<file path="config.mk">
export PLATFORM = sky130hd
export DESIGN_NAME = mem_port_arbiter_flat
export DESIGN_NICKNAME = d
export VERILOG_FILES = /design/src/rtl/mem_port_arbiter_if.sv /design/src/rtl/mem_port_arbiter.sv /design/src/flat_wrapper.sv
export SDC_FILE = /design/constraint.sdc
export NUM_CORES = 1
export LEC_CHECK = 0
export BUFFER_PORTS_ARGS = -buffer_cell sky130_fd_sc_hd__clkbuf_2
export CORE_ASPECT_RATIO = 1.25
export CORE_MARGIN = 2
export CORE_UTILIZATION = 47
export DETAILED_ROUTE_END_ITERATION = 12
export PLACE_DENSITY = 0.78
export SLEW_MARGIN = 25
export SYNTH_ARGS = -nofsm -noshare
export SYNTH_HDL_FRONTEND = slang
export SYNTH_SLANG_ARGS = --single-unit
export TNS_END_PERCENT = 5
</file>
<file path="constraint.sdc">
create_clock -name clk_i -period 1.6 [get_ports clk_i]
set_input_delay 0.4 -clock clk_i [delete_from_list [all_inputs] [get_ports clk_i]]
set_output_delay 0.4 -clock clk_i [all_outputs]
set_load 0.02 [all_outputs]
</file>
<file path="src/rtl/mem_port_arbiter_if.sv">
// rtl/mem_port_arbiter_if.sv - requester/shared-port bundle for mem_port_arbiter
interface mem_port_arbiter_if;
   logic [2:0] req_i;
   logic [2:0] we_i;
   logic [1:0] sel_o;
   logic [2:0] gnt_o;
   logic       mem_req_o;
   logic       mem_we_o;
   logic       mem_ack_i;
   logic [2:0] ack_o;
   logic [2:0] err_o;
   logic       busy_o;

   modport slave (
      input  req_i, we_i, mem_ack_i,
      output sel_o, gnt_o, mem_req_o, mem_we_o, ack_o, err_o, busy_o
   );

   modport master (
      output req_i, we_i, mem_ack_i,
      input  sel_o, gnt_o, mem_req_o, mem_we_o, ack_o, err_o, busy_o
   );
endinterface

</file>
<file path="src/rtl/mem_port_arbiter.sv">
// rtl/mem_port_arbiter.sv - 3-way round-robin arbiter for one shared memory port
module mem_port_arbiter #(
   parameter int unsigned TIMEOUT = 255
) (
   input logic               clk_i,
   input logic               rst_i,
   mem_port_arbiter_if.slave bus
);
   typedef enum logic [1:0] {IDLE, BUSY, DONE} state_t;

   localparam logic [7:0] TMO = 8'(TIMEOUT);

   state_t     state_q;
   logic [1:0] last_q;
   logic [1:0] sel_q;
   logic [2:0] gnt_q;
   logic [2:0] ack_q;
   logic [2:0] err_q;
   logic       mem_req_q;
   logic       mem_we_q;
   logic       busy_q;
   logic [7:0] wd_q;
   logic [1:0] win_d;

   // Search order starts one past the previous owner.
   always_comb begin
      win_d = 2'd0;
      case (last_q)
         2'd0:    win_d = bus.req_i[1] ? 2'd1 : (bus.req_i[2] ? 2'd2 : 2'd0);
         2'd1:    win_d = bus.req_i[2] ? 2'd2 : (bus.req_i[0] ? 2'd0 : 2'd1);
         default: win_d = bus.req_i[0] ? 2'd0 : (bus.req_i[1] ? 2'd1 : 2'd2);
      endcase
   end

   always_ff @(posedge clk_i or posedge rst_i) begin
      if (rst_i) begin
         state_q   <= IDLE;
         last_q    <= 2'd2;
         sel_q     <= 2'b00;
         gnt_q     <= 3'b000;
         ack_q     <= 3'b000;
         err_q     <= 3'b000;
         mem_req_q <= 1'b0;
         mem_we_q  <= 1'b0;
         busy_q    <= 1'b0;
         wd_q      <= 8'd0;
      end else begin
         ack_q <= 3'b000;
         err_q <= 3'b000;
         case (state_q)
            IDLE: begin
               if (|bus.req_i) begin
                  sel_q     <= win_d;
                  gnt_q     <= 3'(3'b001 << win_d);
                  mem_we_q  <= bus.we_i[win_d];
                  last_q    <= win_d;
                  wd_q      <= 8'd0;
                  mem_req_q <= 1'b1;
                  busy_q    <= 1'b1;
                  state_q   <= BUSY;
               end
            end
            BUSY: begin
               // An acknowledge in the timeout cycle still counts as success.
               if (bus.mem_ack_i) begin
                  mem_req_q <= 1'b0;
                  ack_q     <= gnt_q;
                  state_q   <= DONE;
               end else if ((TMO != 8'd0) && (wd_q == TMO)) begin
                  mem_req_q <= 1'b0;
                  err_q     <= gnt_q;
                  state_q   <= DONE;
               end else begin
                  wd_q <= wd_q + 8'd1;
               end
            end
            DONE: begin
               gnt_q   <= 3'b000;
               busy_q  <= 1'b0;
               state_q <= IDLE;
            end
            default: state_q <= IDLE;
         endcase
      end
   end

   assign bus.sel_o     = sel_q;
   assign bus.gnt_o     = gnt_q;
   assign bus.mem_req_o = mem_req_q;
   assign bus.mem_we_o  = mem_we_q;
   assign bus.ack_o     = ack_q;
   assign bus.err_o     = err_q;
   assign bus.busy_o    = busy_q;
endmodule

</file>
<file path="src/flat_wrapper.sv">
// flat-port wrapper written by rule: the top's interface ports become plain ports
module mem_port_arbiter_flat 
#(
   parameter int unsigned TIMEOUT = 255
)
  (clk_i, rst_i, bus_req_i, bus_we_i, bus_mem_ack_i, bus_sel_o, bus_gnt_o, bus_mem_req_o, bus_mem_we_o, bus_ack_o, bus_err_o, bus_busy_o);
  mem_port_arbiter_if bus_i ();
  input logic clk_i;
  input logic rst_i;
  input wire logic [$bits(bus_i.req_i)-1:0] bus_req_i;
  input wire logic [$bits(bus_i.we_i)-1:0] bus_we_i;
  input wire logic [$bits(bus_i.mem_ack_i)-1:0] bus_mem_ack_i;
  output wire logic [$bits(bus_i.sel_o)-1:0] bus_sel_o;
  output wire logic [$bits(bus_i.gnt_o)-1:0] bus_gnt_o;
  output wire logic [$bits(bus_i.mem_req_o)-1:0] bus_mem_req_o;
  output wire logic [$bits(bus_i.mem_we_o)-1:0] bus_mem_we_o;
  output wire logic [$bits(bus_i.ack_o)-1:0] bus_ack_o;
  output wire logic [$bits(bus_i.err_o)-1:0] bus_err_o;
  output wire logic [$bits(bus_i.busy_o)-1:0] bus_busy_o;
  assign bus_i.req_i = bus_req_i;
  assign bus_i.we_i = bus_we_i;
  assign bus_i.mem_ack_i = bus_mem_ack_i;
  assign bus_sel_o = bus_i.sel_o;
  assign bus_gnt_o = bus_i.gnt_o;
  assign bus_mem_req_o = bus_i.mem_req_o;
  assign bus_mem_we_o = bus_i.mem_we_o;
  assign bus_ack_o = bus_i.ack_o;
  assign bus_err_o = bus_i.err_o;
  assign bus_busy_o = bus_i.busy_o;
  mem_port_arbiter #(.TIMEOUT(TIMEOUT)) u_core (.clk_i(clk_i), .rst_i(rst_i), .bus(bus_i));
endmodule
</file>
* After elaboration in Yosys (flattened, before gate mapping)
Index checks and enable logic that the tools add are counted.
** Cells by class
- Mux-type cells :: 29
- Magnitude comparators :: 1
- Add/sub/neg operators :: 1
- Eq/ne operators :: 8
- Shift-type cells :: 1
- Reductions and logical operators :: 10
** Operators by type and width (count)
- 8-bit 2-to-1 mux :: 3
- 3-bit 2-to-1 mux :: 6
- 2-bit 2-to-1 mux :: 8
- 8-bit case mux with 2 select lines :: 1
- 8-bit by 1-bit adder with 8-bit output, second input constant :: 1
- 8-bit == test, second input constant :: 1
- 2-bit case mux with 2 select lines :: 2
- 3-bit case mux with 2 select lines :: 1
- 2-bit AND reduction :: 3
- 1-bit 2-to-1 mux :: 5
- 2-bit by 1-bit == test with 1-bit output, second input constant :: 2
- 2-bit zero test :: 2
- 2-bit != test, second input constant :: 2
- 1-bit case mux with 2 select lines :: 2
- 4-bit AND reduction :: 1
- 2-bit nonzero test :: 2
- 2-bit by 3-bit less-than comparator with 1-bit output, second input constant :: 1
- 3-bit by 2-bit != test with 1-bit output, second input constant :: 1
- 3-bit AND reduction :: 1
- 3-bit OR reduction :: 1
- 1-bit by 2-bit left shift with 3-bit output, first input constant :: 1
- 1-bit binary-select mux with 2-bit select :: 1
- 2-bit == test, second input constant :: 1
- 2-bit by 1-bit != test with 1-bit output, second input constant :: 1
** Word-level totals
- Flip-flop bits (word level) :: 26
- Output and inout port bits :: 14

* Longest topological paths before layout
- Word-level depth :: 6
- Gate-level depth with buffers :: 6
- Gate-level depth less buffers :: 6

* Worst setup path after synthesis
OpenSTA, ideal clock, no wires.
- Kind :: flip-flop to flip-flop
- Start point :: reg u_core.wd_q[0]
- End point :: reg u_core.wd_q[7]
- Slack :: 0.008 ns
- Buffers on the path :: 0
- Data arrival time :: 1.514 ns
- Data required time :: 1.522 ns
- Stages on the path, launching flop included :: 6
- Setup time :: 0.078 ns
- Path through :: dfrtp_1 > ha_1 > nand3_1 > nor3_1 > or4_1 > a21oi_1
** On the way
- Cells in the longest elaborated chain, start to end :: 4
- Elaborated cells between the ends (all ways) :: 7
** RTL lines
- from (decl) :: RTL line mem_port_arbiter.sv:22 : logic [7:0] wd_q;
- from (signal assigned) :: RTL line mem_port_arbiter.sv:74 : wd_q <= wd_q + 8'd1;
- 8-bit by 1-bit adder with 8-bit output :: RTL line mem_port_arbiter.sv:74
- 8-bit 2-to-1 mux :: RTL line mem_port_arbiter.sv:69 : end else if ((TMO != 8'd0) && (wd_q == TMO)) begin
- 8-bit 2-to-1 mux :: RTL line mem_port_arbiter.sv:65 : if (bus.mem_ack_i) begin
- 8-bit case mux with 2 select lines :: RTL line mem_port_arbiter.sv:50 : case (state_q)
Several ways; a longest one is shown, not always the timed one. The select of a mux whose other input is x is not followed.
A chain may end at the register's enable or synchronous reset.

* Worst setup path in the final report
Ends and elaborated chain as after synthesis.

==> impl_metrics.ini <==
[final_layout]
layout.nets = 154
layout-drive-gt1-share_pct = 32.2
fin_util_pct = 62.9
multi_input_area_um2 = 512
ff_latch_area_um2 = 628
fin_area_mm2 = 0.00141
area_growth_pct = 23.8
fillerInstances = 205
antenna_cells = 0

[worst_setup_path]
reg2reg_depth = 5
slowest_delay_ns = 0.52
rr_endpoint = u_core.wd_q[7]$_DFFE_PP0P_
critPathArrivalTime_ns = 1.84
cp-end-kind = register
reg2reg_from = u_core.wd_q[0]$_DFFE_PP0P_
cpMaxStageDelayCell = or4_4
path_max_fanout = 6
crit_chain = ha_2 -> nand3_4 -> nor3_4 -> or4_4 -> a21oi_2
reg2reg_slack_ns = 0.004
worstSetupStartpointType = register
worstPathRequired_ns = 1.84
critical_path_class = reg -> reg

[run_status]
status = finished, final reports clean

[placed_design]
hpwlAfterDp_um = 1870
io_buffers = 22
gp_congestion = 0.800
dp_worst_setup_slack_ns = -0.0720
placed_area_mm2 = 0.00134

[timing]
slew_viol_final = 0
tightest_slew_ns = 0.386
clock_skew_ns = 0.0119
maxSlewHeadroom_pct = 74.3
finalCriticalPeriod_ns = 1.60
max_freq_mhz = 627
hold_viol = 0
fin_crit_sh_pct = 99.7
setup_tns_ns = 0
rsz0062_at_grt = yes
worst_slack_ns = 0.00428
finalHoldWorstSlack_ns = 0.0955
finalSetupViolations = 0

[synth]
muxShareOfSynthArea_pct = 1.76
yosysTopAreaCell = dfrtp_1
synth_area_leaders = dfrtp_1 53%, nand2_1 4.0%, and3_1 3.3%
ys_warn_count = 0
synth_cell_type_count = 40
netlist.area_leader.share_pct = 52.9
syn_area_per_cell_um2 = 10.2
async_flop_share_pct = 100
ys_seq_area_share_pct = 55.2
synth_top_family_by_area = simple AND/OR/NAND/NOR gates
synth_xor_area_share_pct = 0
synth_compound_area_share_pct = 18.1
ys_ff_latch = 25
synth_edf_count = 0
synthesis.area_mm2 = 0.00113
syn_inst = 111
synth-simple-area-share_pct = 20.5
synthAdderAreaFrac_pct = 1.10
synthFlopType = dfrtp_1
syn-num-nets = 121

[routing]
ant_nets = 0
drt-wirelength-per-cell_um = 14.3
vias = 989
drtPass1Iterations = 4
drc = 0
vias_per_cell = 5.68
wl_um = 2490
drt_iter0_markers = 13

[die]
die-area_mm2 = 0.00283
start_util_pct = 50.8
core_area_mm2 = 0.00223
ios = 23
chipHeight_um = 58.9
fp-row-count = 19
die_w_um = 48.0

[clock_network]
clk_latency_ns = 0.31
cts_buffers = 3
cts_setup_buffers = 0
cts-htree-levels = 1
cts_root_buffer = clkbuf_4
clockBufferDepth = 2
cts_sinks = 25
cts_tree = built
clk_pin_slew_worst_paths_ns = 0.14

[grt]
grtUsageMet2_pct = 35.4
grt_pass1_wl_um = 4280
overflow = 0
grtUsageMet1_pct = 25.8
busiest_layer = met2
antenna_found_initial = 0
grt.met3_usage_pct = 3.68
grt_pass1_vias = 1017
grt_max_degree = 26
gr-usage-all-layers_pct = 21.1

[run]
max_cap_violations = 0

[pwr]
p_per_area_mw_per_mm2 = 1410
p_leak_uw = 0.000715
peakVddDrop_uv = 1090

[hold_path]
hp-class = in -> async
[layout make-up]
class / count / area share (%)
inverter: 6 / 1.60
multi-input combinational: 77 / 36.4
clock buffer: 4 / 1.87
tap: 31 / 2.76
timing repair buffer: 31 / 12.6
sequential: 25 / 44.7
[state kept, by name, summed over array words and instances, names as in the netlist]
register and flops:
u_core.wd_q 8, u_core.bus.ack_o 3, u_core.bus.err_o 3, u_core.bus.gnt_o 3, u_core.bus.sel_o 2, u_core.state_q 2
u_core.bus.busy_o 1, u_core.bus.mem_req_o 1, u_core.bus.mem_we_o 1, u_core.last_q 1
[synth_stat cells, types with 2 or more instances]
| cell | count |
|---|---|
| nor3_1 | 2 |
| a31oi_1 | 2 |
| nand2_1 | 12 |
| and3_1 | 6 |
| o311ai_0 | 2 |
| o21a_1 | 3 |
| a21o_1 | 3 |
| mux2i_1 | 2 |
| a21oi_1 | 4 |
| nor2_1 | 7 |
| inv_1 | 5 |
| o21ai_1 | 4 |
| nor4_1 | 2 |
| clkbuf_1 | 2 |
| dfrtp_1 | 24 |
| nand2b_1 | 2 |
| nand3_1 | 2 |
| o21ai_0 | 2 |
| or3_1 | 2 |
| o31ai_1 | 3 |
[layout by cell type (no fill, tap or decap), types with 3 or more instances in the layout]
cell	synthesis	routed
dfrtp_1	24	23
clkbuf_2	0	22
nand2_1	12	12
buf_4	1	9
nor2_1	7	6
and3_1	6	6
inv_1	5	5
o21ai_1	4	4
a21oi_1	4	3
o31ai_1	3	3
o21a_1	3	3
a21o_1	3	3
clkbuf_4	0	3
[metal layers]
layer | share of wire [%] | vias to the layer above | routed length [um]
met5 | 0 | - | 0
met4 | 1.4 | 0 | 36
met3 | 6.2 | 6 | 154
met2 | 52 | 45 | 1290
met1 | 41 | 472 | 1010
li1 | - | 466 | -
[critical path, delay by kind of cell, from the launching register on]
kind            cells  cell delay, ns
fa+ha+maj           1            0.24
simple gates        3            0.70
compound gates      1            0.13
flops               1            0.45
[metrics by stage]
step	total power, uW	cells
after global routing	2110	174
after floorplan	1440	111
after detailed placement	1690	170
after global placement	1650	170
after CTS	1970	174
final	1980	174
[timing repair]
action / in CTS / in global routing
endpoints found under the setup margin: 5 / 7
hold endpoints to repair: 0 / 0
hold buffers: 0 / 0
pin swaps: 5 / 1
gates resized for setup: 6 / 4
[power by group]
part	internal, uW	total, uW	switching (uW)
sequential	815	984	169
clock	97.2	275	177
combinational	285	718	432
[how the worst max path moves through the flow]
stage	startpoint	end	slack, ns	cells after the start
2_1_floorplan	u_core.wd_q[0]$_DFFE_PP0P_	u_core.wd_q[7]$_DFFE_PP0P_	0.008	5
3_3_place_gp	u_core.wd_q[0]$_DFFE_PP0P_	u_core.wd_q[7]$_DFFE_PP0P_	0.05	5
3_5_place_dp	u_core.wd_q[0]$_DFFE_PP0P_	u_core.wd_q[4]$_DFFE_PP0P_	-0.07	6
4_1_cts	u_core.state_q[0]$_DFFE_PP0P_	u_core.wd_q[7]$_DFFE_PP0P_	0.01	5
5_1_grt	u_core.wd_q[0]$_DFFE_PP0P_	u_core.wd_q[7]$_DFFE_PP0P_	-0.04	5
6_report	u_core.wd_q[0]$_DFFE_PP0P_	u_core.wd_q[7]$_DFFE_PP0P_	0.004	5
[logic make-up (layout without fill, tap and decap cells)]
group           count (synthesis)  count (layout)
mux                             2               2
buf+inv                         9              41
flops                          25              25
simple gates                   44              44
compound gates                 30              30
fa+ha+maj                       1               1
Note: power is estimated with default switching activity, not from simulation.
